==> src/rtl/cop0_exception_dispatch.sv <==
// Exception dispatch for the COP0 pipeline: prioritises synchronous faults and interrupts,
// hands code/BD/EPC to COP0 and sequences the stall, flush and PC redirect into the handler.
module cop0_exception_dispatch #(
    parameter logic [31:0] EXC_VECTOR   = 32'h80000180,
    parameter int unsigned FLUSH_CYCLES = 2
) (
    input  logic        iCLK,
    input  logic        iCLR,
    input  logic [7:0]  iInterruptMask,
    input  logic        iExcLevel,
    input  logic        iEret,
    input  logic [31:0] iPC,
    input  logic        iInBranchDelay,
    input  logic        iAdEL,
    input  logic        iAdES,
    input  logic        iRI,
    input  logic        iOv,
    input  logic        iSys,
    input  logic        iBp,
    output logic        oExcOccurred,
    output logic [4:0]  oExcCode,
    output logic        oBranchDelay,
    output logic [31:0] oEPC,
    output logic        oStallReq,
    output logic        oFlush,
    output logic        oPCSrcExc,
    output logic [31:0] oExcVector,
    output logic        oDoubleFault
);

    typedef enum logic [1:0] {
        S_IDLE    = 2'd0,
        S_COMMIT  = 2'd1,
        S_FLUSH   = 2'd2,
        S_WAIT_EL = 2'd3
    } state_t;

    localparam logic [2:0] FLUSH_LAST = 3'(FLUSH_CYCLES - 1);

    state_t      r_state;
    state_t      w_nextState;
    logic [2:0]  r_flushCnt;
    logic [4:0]  r_code;
    logic        r_bd;
    logic [31:0] r_epc;
    logic        r_doubleFault;

    logic        w_anySync;
    logic        w_intReq;
    logic        w_dispatch;
    logic        w_lastFlush;
    logic [4:0]  w_code;
    logic [31:0] w_epc;

    assign w_anySync   = iAdEL | iAdES | iRI | iOv | iSys | iBp;
    assign w_intReq    = (|iInterruptMask) & ~iEret;
    assign w_dispatch  = ~iExcLevel & (w_anySync | w_intReq);
    assign w_lastFlush = (r_flushCnt == FLUSH_LAST);

    // eret resumes at EPC when BD is set and at EPC+4 otherwise, so only a
    // non-delay-slot synchronous fault records the faulting PC itself.
    assign w_epc = (iInBranchDelay | ~w_anySync) ? (iPC - 32'd4) : iPC;

    always_comb begin
        w_code = 5'd0;
        if (iAdEL)      w_code = 5'd4;
        else if (iAdES) w_code = 5'd5;
        else if (iRI)   w_code = 5'd10;
        else if (iOv)   w_code = 5'd12;
        else if (iSys)  w_code = 5'd8;
        else if (iBp)   w_code = 5'd9;
    end

    always_comb begin
        w_nextState = r_state;
        case (r_state)
            S_IDLE:    if (w_dispatch) w_nextState = S_COMMIT;
            S_COMMIT:  w_nextState = S_FLUSH;
            S_FLUSH:   if (w_lastFlush) w_nextState = iExcLevel ? S_IDLE : S_WAIT_EL;
            S_WAIT_EL: if (iExcLevel) w_nextState = S_IDLE;
            default:   w_nextState = S_IDLE;
        endcase
    end

    always_ff @(posedge iCLK or negedge iCLR) begin
        if (!iCLR) begin
            r_state       <= S_IDLE;
            r_flushCnt    <= 3'd0;
            r_code        <= 5'd0;
            r_bd          <= 1'b0;
            r_epc         <= 32'd0;
            r_doubleFault <= 1'b0;
        end else begin
            r_state <= w_nextState;
            if (r_state == S_FLUSH && !w_lastFlush)
                r_flushCnt <= r_flushCnt + 3'd1;
            else
                r_flushCnt <= 3'd0;
            if (r_state == S_IDLE && w_dispatch) begin
                r_code <= w_code;
                r_bd   <= iInBranchDelay;
                r_epc  <= w_epc;
            end
            // A fault while already in the handler cannot be reported; latch it for software.
            if (r_state == S_IDLE && w_anySync && iExcLevel)
                r_doubleFault <= 1'b1;
        end
    end

    assign oExcOccurred = (r_state == S_COMMIT);
    assign oStallReq    = (r_state == S_COMMIT);
    assign oFlush       = (r_state == S_FLUSH);
    assign oPCSrcExc    = (r_state == S_FLUSH) && (r_flushCnt == 3'd0);
    assign oExcCode     = r_code;
    assign oBranchDelay = r_bd;
    assign oEPC         = r_epc;
    assign oDoubleFault = r_doubleFault;
    assign oExcVector   = EXC_VECTOR;

endmodule
==> config.mk <==
export PLATFORM = sky130hd
export DESIGN_NAME = cop0_exception_dispatch
export DESIGN_NICKNAME = d
export VERILOG_FILES = /design/src/rtl/cop0_exception_dispatch.sv
export SDC_FILE = /design/constraint.sdc
export NUM_CORES = 1
export LEC_CHECK = 0
export ABC_AREA = 1
export BUFFER_PORTS_ARGS = -buffer_cell sky130_fd_sc_hd__buf_4
export CAP_MARGIN = 5
export CORE_MARGIN = 2
export CORE_UTILIZATION = 40
export DETAILED_ROUTE_END_ITERATION = 8
export GPL_TIMING_DRIVEN = 0
export PLACE_DENSITY_LB_ADDON = 0.25
export REMOVE_ABC_BUFFERS = 1
export SYNTH_ARGS = -nofsm -noshare
export SYNTH_HDL_FRONTEND = slang
export SYNTH_SLANG_ARGS = --single-unit
==> constraint.sdc <==
create_clock -name iCLK -period 1.8 [get_ports iCLK]
set_clock_uncertainty 0.05 [all_clocks]
set_input_delay 0.27 -clock iCLK [delete_from_list [all_inputs] [get_ports iCLK]]
set_output_delay 0.27 -clock iCLK [all_outputs]
set_load 0.02 [all_outputs]
==> results of run 1 <==
[synth_stat cells, types with 3 or more instances]
| cell | count | area share |
|---|---|---|
| and2_1 | 3 | 0.0063 |
| buf_2 | 5 | 0.0084 |
| buf_4 | 34 | 0.086 |
| dfrtp_1 | 43 | 0.36 |
| ha_1 | 4 | 0.017 |
| inv_1 | 36 | 0.045 |
| nand2_1 | 145 | 0.18 |
| nand3_1 | 36 | 0.060 |
| nand3_2 | 3 | 0.010 |
| nor2_1 | 55 | 0.069 |
| nor2_2 | 5 | 0.010 |
| nor2_4 | 5 | 0.019 |
| o21ai_0 | 17 | 0.029 |
| o21ai_1 | 5 | 0.0084 |
| xnor2_1 | 3 | 0.0088 |
| xor2_1 | 10 | 0.029 |
[what timing repair did]
item | in CTS | in global routing
buffers inserted | 0 | 0
resized for setup | 4 | 3
endpoints found under the hold margin | 43 | 0
endpoints found under the setup margin | 37 | 27
cloned | 1 | 1
pin swaps | 1 | 0
hold buffers | 1 | 0
[metal layers]
metal | up-vias | part of all wire | wire length, µm
li1 | 1447 | - | -
met1 | 1264 | 0.45 | 3460
met2 | 96 | 0.47 | 3590
met3 | 10 | 0.064 | 490
met4 | 0 | 0.012 | 93
met5 | - | 0 | 0
[power by group through the flow]
stage | combinational [W] | sequential (W) | clock, W
global route | 0.00255 | 0.00170 | 0.000685
global placement | 0.00227 | 0.00164 | 0
CTS | 0.00234 | 0.00164 | 0.000659
floorplan | 0.000825 | 0.00210 | 0
finish | 0.00234 | 0.00164 | 0.000630
detailed placement | 0.00229 | 0.00165 | 0
[per-stage QoR]
stage,hold WS [ns],total power (W)
6_report,0.115,0.00461
5_1_grt,0.106,0.00493
4_1_cts,0.113,0.00464
3_5_place_dp,0.259,0.00394
3_3_place_gp,0.251,0.00391
2_1_floorplan,-0.0756,0.00293
[registers in the layout, summed over array words and instances, names as in the netlist]
name	count
oExcCode	4
oEPC	32
oDoubleFault	1
r_state	2
oBranchDelay	1
r_flushCnt	3
[cells by family (layout without fill, tap and decap cells)]
logic type / Yosys count / after routing / share of synthesized area
other: 2 / 33 / 0.00252
buffers and inverters: 81 / 139 / 0.157
AND/OR/NAND/NOR: 259 / 261 / 0.374
XOR/XNOR: 13 / 13 / 0.0382
AO/OA/AOI/OAI: 28 / 28 / 0.0512
flip-flops: 43 / 43 / 0.361
adder cells (fa/ha/maj): 4 / 4 / 0.0168
[critical path: cells and delay by family, from the launching register on]
kind | cells | cell delay, ns
DFF | 1 | 0.45
and+or+nand+nor | 3 | 0.35
buffers and inverters | 2 | 0.22
[final timing paths]
check | cells after the start | startpoint | end | slack [ns]
max | 5 | r_state[1] | oPCSrcExc | 0.16
min | 3 | iPC[0] | oEPC[0] | 0.11
max reg2reg | 5 | r_state[1] | oEPC[18] | 0.25
min reg2reg | 1 | oDoubleFault | oDoubleFault | 0.44
max in group asynchronous | 2 | iCLR | r_state[0] | 0.86
min in group asynchronous | 2 | iCLR | oEPC[7] | 0.43
[layout make-up]
class	count	share of cell area
tap	99	0.0331
sequential	43	0.288
multi-input combinational	339	0.429
inverter	38	0.0402
clock buffer	6	0.0194
timing repair buffer	93	0.187
clock inverter	2	0.00335
==> flow_metrics.py, run 1 <==
metrics = {
    "synthesis": {
        "synth_cells": 430,
        "avgSynthCellArea_um2": 6.94,
        "yosys_warnings": 0,
        "synth_seq_cells": 43,
        "synthDistinctLibCells": 32,
        "yosysSeqAreaShare": 0.361,
        "synth_flop_cell": "dfrtp_1",
        "netlist_area_um2": 2980,
        "synth_edf_count": 0,
        "synthArstFlopShare": 1.00,
    },
    "cts": {
        "htree_levels": 2,
        "insertion_delay_ns": 0.30,
        "clock_path_buffers": 2,
        "cts_tree": "built",
        "clkSinkCount": 43,
        "numCtsBuffers": 5,
        "cts_root_buffer": "clkbuf_8",
        "clk_pin_slew_ns": 0.09,
    },
    "placement": {
        "hpwl_mm": 5.54,
        "pre_cts_slack_ns": -0.853,
        "placed_area_um2": 3590,
        "placedCellCount": 609,
        "globalplace.congestion": 0.835,
        "port_buffers": 92,
    },
    "sta": {
        "slew_violations": 0,
        "worst_slew_pin_slew_ns": 0.571,
        "fmaxAchievable_mhz": 610,
        "finalHoldViolCount": 0,
        "rsz0062_at_grt": "no",
        "setup_slack_ns": 0.160,
        "finalCritPeriodShare": 0.911,
        "slew_headroom": 0.619,
        "finalCriticalPeriod_ns": 1.64,
        "setup_viol": 0,
        "fin_setup_tns_ns": 0,
    },
    "setup_path": {
        "startpoint_type": "flip-flop",
        "cp_max_fo": 5,
        "cp_slowest_stage_delay_ns": 0.45,
        "path_cells": "inv_1, nor2_1, nand2_1, nor2_1, buf_4",
        "worstSetupEndpointType": "primary output",
        "cpMostUsedCell": "nor2_1",
        "required_ns": 1.48,
        "crit_type": "reg2out",
        "slowest_stage": "dfrtp_1",
        "crit_arrival_ns": 1.32,
    },
    "global_route": {
        "grtUsageMet1": 0.243,
        "antenna_found_initial": 0,
        "grt_pass1_vias": 2661,
        "grt.busiest_layer": "met2",
        "grt_util_all_layers": 0.187,
        "grt_overflow": 0,
        "grt_max_degree": 44,
        "grtUsageMet3": 0.0459,
        "grt_pass1_wl_mm": 12.5,
        "use_met2": 0.312,
    },
    "cells_and_area": {
        "ff_latch_area_um2": 1080,
        "final_common_cell": "nand2_1",
        "num-fill-cells": 779,
        "final_cell_mix": "nand2_1 (145), buf_4 (92), nor2_1 (53)",
        "final_util": 0.515,
        "fin_cells": 620,
        "drive_gt1_frac": 0.230,
        "nets": 575,
        "finalInstanceArea_um2": 3740,
        "multi_input_area_um2": 1600,
        "area_delta_synth_final_pct": 25.2,
        "diodes": 0,
    },
    "floorplan": {
        "ioPinCount": 126,
        "fp.dieW_um": 90.4,
        "dieArea_um2": 8170,
        "die_y_um": 90.4,
        "placementRows": 31,
        "start_util": 0.411,
        "core_area_um2": 7250,
    },
    "status": {
        "status": "finished, final reports clean",
    },
    "drt": {
        "wl_mm": 7.63,
        "drt_iter0_drc": 155,
        "routed_via_density": 4.54,
        "vias": 2817,
        "antenna_left": 0,
        "drt-wirelength-per-cell_um": 12.3,
        "drt_first_pass_iters": 4,
        "drc": 0,
    },
    "pwr": {
        "p_sw_frac": 0.440,
        "power.switching_w": 0.00203,
        "clockPowerShare": 0.137,
        "power.density_nw_per_um2": 1230,
        "intPower_w": 0.00258,
        "seq_power_share": 0.356,
        "comb_power_share": 0.507,
        "p_leak_nw": 1.92,
        "max-vdd-ir-drop_uv": 412,
    },
    "worst_hold_path": {
        "worstHoldPathType": "in2reg",
    },
    "flow_run": {
        "cap_violations": 0,
    },
}
Power figures use the tool's default switching activity.
==> run 2: changes to the inputs <==
ABC_AREA = default   (was 1)
TNS_END_PERCENT = 30   (was default)
==> flow_metrics.py, run 2 <==
metrics = {
    "status": {
        "status": "finished, final reports clean",
    },
    "global_route": {
        "antenna_found_initial": 0,
        "grt_overflow": 0,
        "grt_max_degree": 44,
        "grt_util_all_layers": 0.176,
        "grt_pass1_wl_mm": 10.3,
        "grt_pass1_vias": 2096,
    },
    "sta": {
        "fmaxAchievable_mhz": 588,
        "rsz0062_at_grt": "no",
        "hold_ws_ns": 0.125,
        "slew_violations": 0,
        "slew_headroom": 0.627,
        "finalHoldViolCount": 0,
        "setup_viol": 0,
        "fin_setup_tns_ns": 0,
        "finalCritPeriodShare": 0.946,
        "worst_slew_pin_slew_ns": 0.560,
        "finalCriticalPeriod_ns": 1.70,
    },
    "placement": {
        "globalplace.congestion": 0.780,
        "hpwl_mm": 4.56,
        "port_buffers": 92,
    },
    "synthesis": {
        "synth_adder_area_share": 0.0190,
        "yosysSeqAreaShare": 0.409,
        "synth-xor-area-share": 0.0865,
        "synth_seq_cells": 43,
        "synth_cells": 287,
        "synth_most_common_cell": "dfrtp_1",
        "synthArstFlopShare": 1.00,
        "synth_top_family_by_area": "simple AND/OR/NAND/NOR gates",
        "synthSimpleGateAreaFrac": 0.232,
        "synthTopCellsByArea": "dfrtp_1 (41%), buf_4 (9.7%), xnor2_1 (8.6%), nand2_1 (5.0%), o21ai_0 (4.6%)",
        "yosysTopAreaCell": "dfrtp_1",
        "synthDistinctLibCells": 48,
        "synth_commonest_cells": "dfrtp_1 (43), nand2_1 (35), buf_4 (34)",
        "synth-compound-area-share": 0.110,
        "synth_flop_cell": "dfrtp_1",
        "yosys_warnings": 0,
        "avgSynthCellArea_um2": 9.18,
        "netlist_area_um2": 2630,
        "synth.area.mux_share": 0.0171,
        "synth_top_area_share": 0.409,
        "synth_edf_count": 0,
    },
    "pwr": {
        "intPower_w": 0.00277,
        "power.switching_w": 0.00185,
        "seq_power_share": 0.357,
        "comb_power_share": 0.477,
        "p_sw_frac": 0.401,
        "power.density_nw_per_um2": 1330,
        "clockPowerShare": 0.166,
        "p_leak_nw": 1.56,
        "max-vdd-ir-drop_uv": 712,
    },
    "cts": {
        "insertion_delay_ns": 0.30,
        "cts_root_buffer": "clkbuf_8",
        "clkSinkCount": 43,
        "cts_tree": "built",
        "numCtsBuffers": 5,
        "clock_path_buffers": 2,
        "htree_levels": 2,
        "clk_pin_slew_ns": 0.09,
    },
    "cells_and_area": {
        "area_delta_synth_final_pct": 32.0,
        "final_cell_mix": "buf_4 (96), dfrtp_1 (43), nand2_1 (34)",
        "num-fill-cells": 612,
        "drive_gt1_frac": 0.338,
        "multi_input_area_um2": 1420,
        "final_common_cell": "buf_4",
        "largest_reg_flops": 32,
        "ff_latch_area_um2": 1080,
        "nets": 436,
        "diodes": 0,
    },
    "setup_path": {
        "crit_arrival_ns": 1.84,
        "reg2reg_setup_slack_ns": 0.13,
        "worstSetupEndpointType": "flip-flop",
        "required_ns": 1.94,
        "crit_type": "in2reg",
        "cp_max_fo": 14,
        "startpoint_type": "input port",
    },
    "drt": {
        "met1_length_mm": 2.75,
        "drt_iter0_drc": 81,
        "vias": 2282,
        "routed_via_density": 4.97,
        "drt-wirelength-per-cell_um": 13.8,
        "drt_first_pass_iters": 4,
        "topRoutingLayerUsed": "met4",
        "antenna_left": 0,
        "drc": 0,
        "wl_mm": 6.34,
        "dr_wl_met2_mm": 2.99,
        "dr_wl_met3_um": 488,
    },
    "floorplan": {
        "fp.dieW_um": 85.1,
        "start_util": 0.415,
        "dieArea_um2": 7250,
        "core_area_um2": 6350,
        "placementRows": 29,
        "die_y_um": 85.1,
        "ioPinCount": 126,
    },
    "worst_hold_path": {
        "worstHoldPathType": "in2reg",
    },
    "flow_run": {
        "cap_violations": 0,
    },
}
run 2: area by class of cell:
cell class,count,area share
Multi-Input combinational cell,227,0.408
Inverter,6,0.00648
Sequential cell,43,0.310
Timing Repair Buffer,98,0.216
Clock inverter,3,0.0126
Tap cell,77,0.0277
Clock buffer,5,0.0198
run 2: timing repair:
action	4_1_cts	5_1_grt
hold buffers	1	0
gates resized for setup	3	6
gates cloned	1	0
hold endpoints to repair	43	0
endpoints found under the setup margin	15	10
setup buffers	1	2
pin swaps	1	1
run 2: power groups by stage:
stage | Sequential (W) | Combinational [W] | Clock [W]
after global routing | 0.00171 | 0.00241 | 0.000833
final | 0.00165 | 0.00221 | 0.000769
after global placement | 0.00166 | 0.00215 | 0
after floorplan | 0.00212 | 0.000723 | 0
after detailed placement | 0.00167 | 0.00220 | 0
after CTS | 0.00166 | 0.00223 | 0.000789
run 2: worst max-delay path, stage by stage:
cell and delay, ns:
buf_4 0.13, nor4_2 0.36, a32oi_4 0.28, or3_1 0.46, o21ai_0 0.24, a2bb2oi_1 0.09
run 2: per-stage QoR:
step | worst slack (ns) | utilization | area [µm²] | power [W] | std cells
detailed placement | -0.510 | 0.515 | 3270 | 0.00386 | 446
CTS | 0.0101 | 0.540 | 3430 | 0.00467 | 457
global placement | -2.76 | 0.509 | 3230 | 0.00381 | 444
floorplan | -1.53 | - | 2450 | 0.00285 | 275
global route | 0.00401 | 0.547 | 3480 | 0.00495 | 459
finish | 0.0980 | 0.547 | 3480 | 0.00463 | 459
run 2: worst paths after layout:
path                                     end  cells past startpoint    startpoint
min in group asynchronous        oExcCode[1]                      2          iCLR
worst max-delay path                oEPC[21]                      6           iOv
worst min-delay path             oExcCode[0]                      2         iAdEL
worst max register to register       oEPC[3]                      3    r_state[1]
worst min register to register  oDoubleFault                      1  oDoubleFault
max in group asynchronous           oEPC[31]                      2          iCLR
run 2: cells by family after synthesis:
| group | count (synthesis) |
|---|---|
| multiplexers | 4 |
| AND/OR/NAND/NOR | 110 |
| XOR/XNOR | 26 |
| buffers and inverters | 49 |
| other | 2 |
| flip-flops | 43 |
| adder cells (fa/ha/maj) | 4 |
| AO/OA/AOI/OAI | 49 |
run 2: metal layers:
layer / global-route usage / vias up
met4: 0.0491 / 0
met1: 0.234 / 1053
met5: 0 / -
met3: 0.0467 / 9
li1: - / 1130
met2: 0.285 / 90
==> run 3: changes to the inputs <==
clock period = 1.5 ns   (was 1.8 ns; I/O delays follow)
==> flow_metrics.py, run 3 (synthesis results as in run 2) <==
metrics = {
    "status": {
        "status": "finished with violations",
        "failed_checks": "negative setup slack",
    },
    "floorplan": {
        "dieArea_um2": 7250,
        "core_area_um2": 6350,
        "ioPinCount": 126,
        "fp.dieW_um": 85.1,
        "start_util": 0.415,
        "placementRows": 29,
        "die_y_um": 85.1,
    },
    "placement": {
        "hpwl_mm": 4.56,
        "globalplace.congestion": 0.780,
        "placedCellCount": 446,
        "port_buffers": 92,
    },
    "drt": {
        "drt_first_pass_iters": 4,
        "drt_iter0_drc": 80,
        "drt-wirelength-per-cell_um": 14.0,
        "antenna_left": 0,
        "routed_via_density": 4.93,
        "wl_mm": 6.52,
        "vias": 2291,
        "drc": 0,
    },
    "pwr": {
        "seq_power_share": 0.353,
        "comb_power_share": 0.484,
        "intPower_w": 0.00339,
        "power.switching_w": 0.00227,
        "clockPowerShare": 0.164,
        "max-vdd-ir-drop_uv": 834,
        "p_sw_frac": 0.401,
        "p_leak_nw": 1.64,
        "power.density_nw_per_um2": 1530,
    },
    "global_route": {
        "grt_pass1_wl_mm": 10.7,
        "grt_overflow": 0,
        "grt_pass1_vias": 2154,
        "antenna_found_initial": 0,
        "grt_max_degree": 44,
        "grt_util_all_layers": 0.183,
    },
    "cells_and_area": {
        "fin_cells": 465,
        "num-fill-cells": 589,
        "largest_reg_flops": 32,
        "nets": 442,
        "area_delta_synth_final_pct": 40.4,
        "drive_gt1_frac": 0.397,
        "final_cell_mix": "buf_4 (98), dfrtp_1 (41), nand2_1 (33), conb_1 (33), xnor2_1 (26)",
        "final_common_cell": "buf_4",
        "diodes": 0,
    },
    "cts": {
        "clk_pin_slew_ns": 0.09,
        "cts_root_buffer": "clkbuf_8",
        "numCtsBuffers": 5,
        "htree_levels": 2,
        "clkSinkCount": 43,
        "clock_path_buffers": 2,
        "insertion_delay_ns": 0.30,
        "cts_tree": "built",
    },
    "setup_path": {
        "r2r_end": "oEPC[15]",
        "crit_arrival_ns": 1.72,
        "crit_type": "in2reg",
        "cp_max_fo": 3,
        "required_ns": 1.64,
        "r2r_cells": 5,
        "reg2reg_setup_slack_ns": -0.02,
        "startpoint_type": "input port",
        "timing.rr.start": "r_state[0]",
        "worstSetupEndpointType": "flip-flop",
    },
    "sta": {
        "slew_violations": 0,
        "setup_viol": 3,
        "finalCritPeriodShare": 1.05,
        "worst_slew_pin_slew_ns": 0.558,
        "hold_ws_ns": 0.0870,
        "finalCriticalPeriod_ns": 1.58,
        "fmaxAchievable_mhz": 632,
        "rsz0062_at_grt": "yes",
        "finalHoldViolCount": 0,
        "slew_headroom": 0.628,
        "setup_slack_ns": -0.0825,
    },
    "worst_hold_path": {
        "min_path_cells": 2,
        "min_to": "oExcCode[0]",
        "hold_start": "iAdEL",
        "worstHoldPathType": "in2reg",
    },
    "flow_run": {
        "cap_violations": 0,
    },
}
## run 3: how the worst max path moves through the flow
stage / slack [ns] / from / cells past startpoint / to
3_3_place_gp: -3.02 / iOv / 5 / oEPC[19]
4_1_cts: -0.08 / iPC[25] / 6 / oEPC[29]
5_1_grt: -0.12 / iPC[25] / 6 / oEPC[29]
6_report: -0.08 / iPC[25] / 6 / oEPC[29]
2_1_floorplan: -1.78 / iOv / 4 / oBranchDelay
3_5_place_dp: -0.76 / iAdES / 6 / oEPC[15]
## run 3: layout make-up
type	count	area [µm²]	share of cell area
sequential	43	1080	0.292
tap	77	96.3	0.0260
multi-input combinational	227	1570	0.423
timing repair buffer	104	823	0.223
clock inverter	3	43.8	0.0118
inverter	6	22.5	0.00609
clock buffer	5	68.8	0.0186
## run 3: metal layers
| metal | up-vias | wire (µm) | track usage |
|---|---|---|---|
| li1 | 1139 | - | - |
| met1 | 1067 | 2870 | 0.245 |
| met2 | 81 | 3140 | 0.301 |
| met3 | 4 | 456 | 0.0438 |
| met4 | 0 | 47 | 0.0418 |
| met5 | - | 0 | 0 |
## run 3: power groups by stage
stage          Clock [W]  Combinational, W  Sequential [W]
2_1_floorplan          0          0.000868         0.00255
3_5_place_dp           0           0.00264         0.00200
5_1_grt          0.00100           0.00298         0.00207
3_3_place_gp           0           0.00259         0.00199
4_1_cts         0.000946           0.00272         0.00200
6_report        0.000925           0.00273         0.00200
## run 3: repair_timing
item / CTS / global route
resized for setup: 27 / 16
pin swaps: 4 / 3
gates cloned: 1 / 0
hold buffers: 1 / 0
endpoints found under the setup margin: 34 / 24
buffers inserted: 6 / 3
hold endpoints to repair: 43 / 0
## run 3: metrics by stage
step	total power (W)	util	area, µm²	worst slack, ns	TNS, ns
final	0.00565	0.582	3700	-0.0825	-0.116
after global routing	0.00605	0.582	3700	-0.122	-1.24
after CTS	0.00567	0.566	3590	-0.0798	-0.218
after detailed placement	0.00464	0.515	3270	-0.765	-18.55
after global placement	0.00457	0.509	3230	-3.02	-105.19
after floorplan	0.00341	-	2450	-1.78	-59.95
## run 3: worst max-delay path, cell delays in order
cell and delay (ns):
buf_8 0.10, or4_4 0.54, or4_4 0.44, nor4_4 0.17, xnor2_1 0.16, o21ai_2 0.07
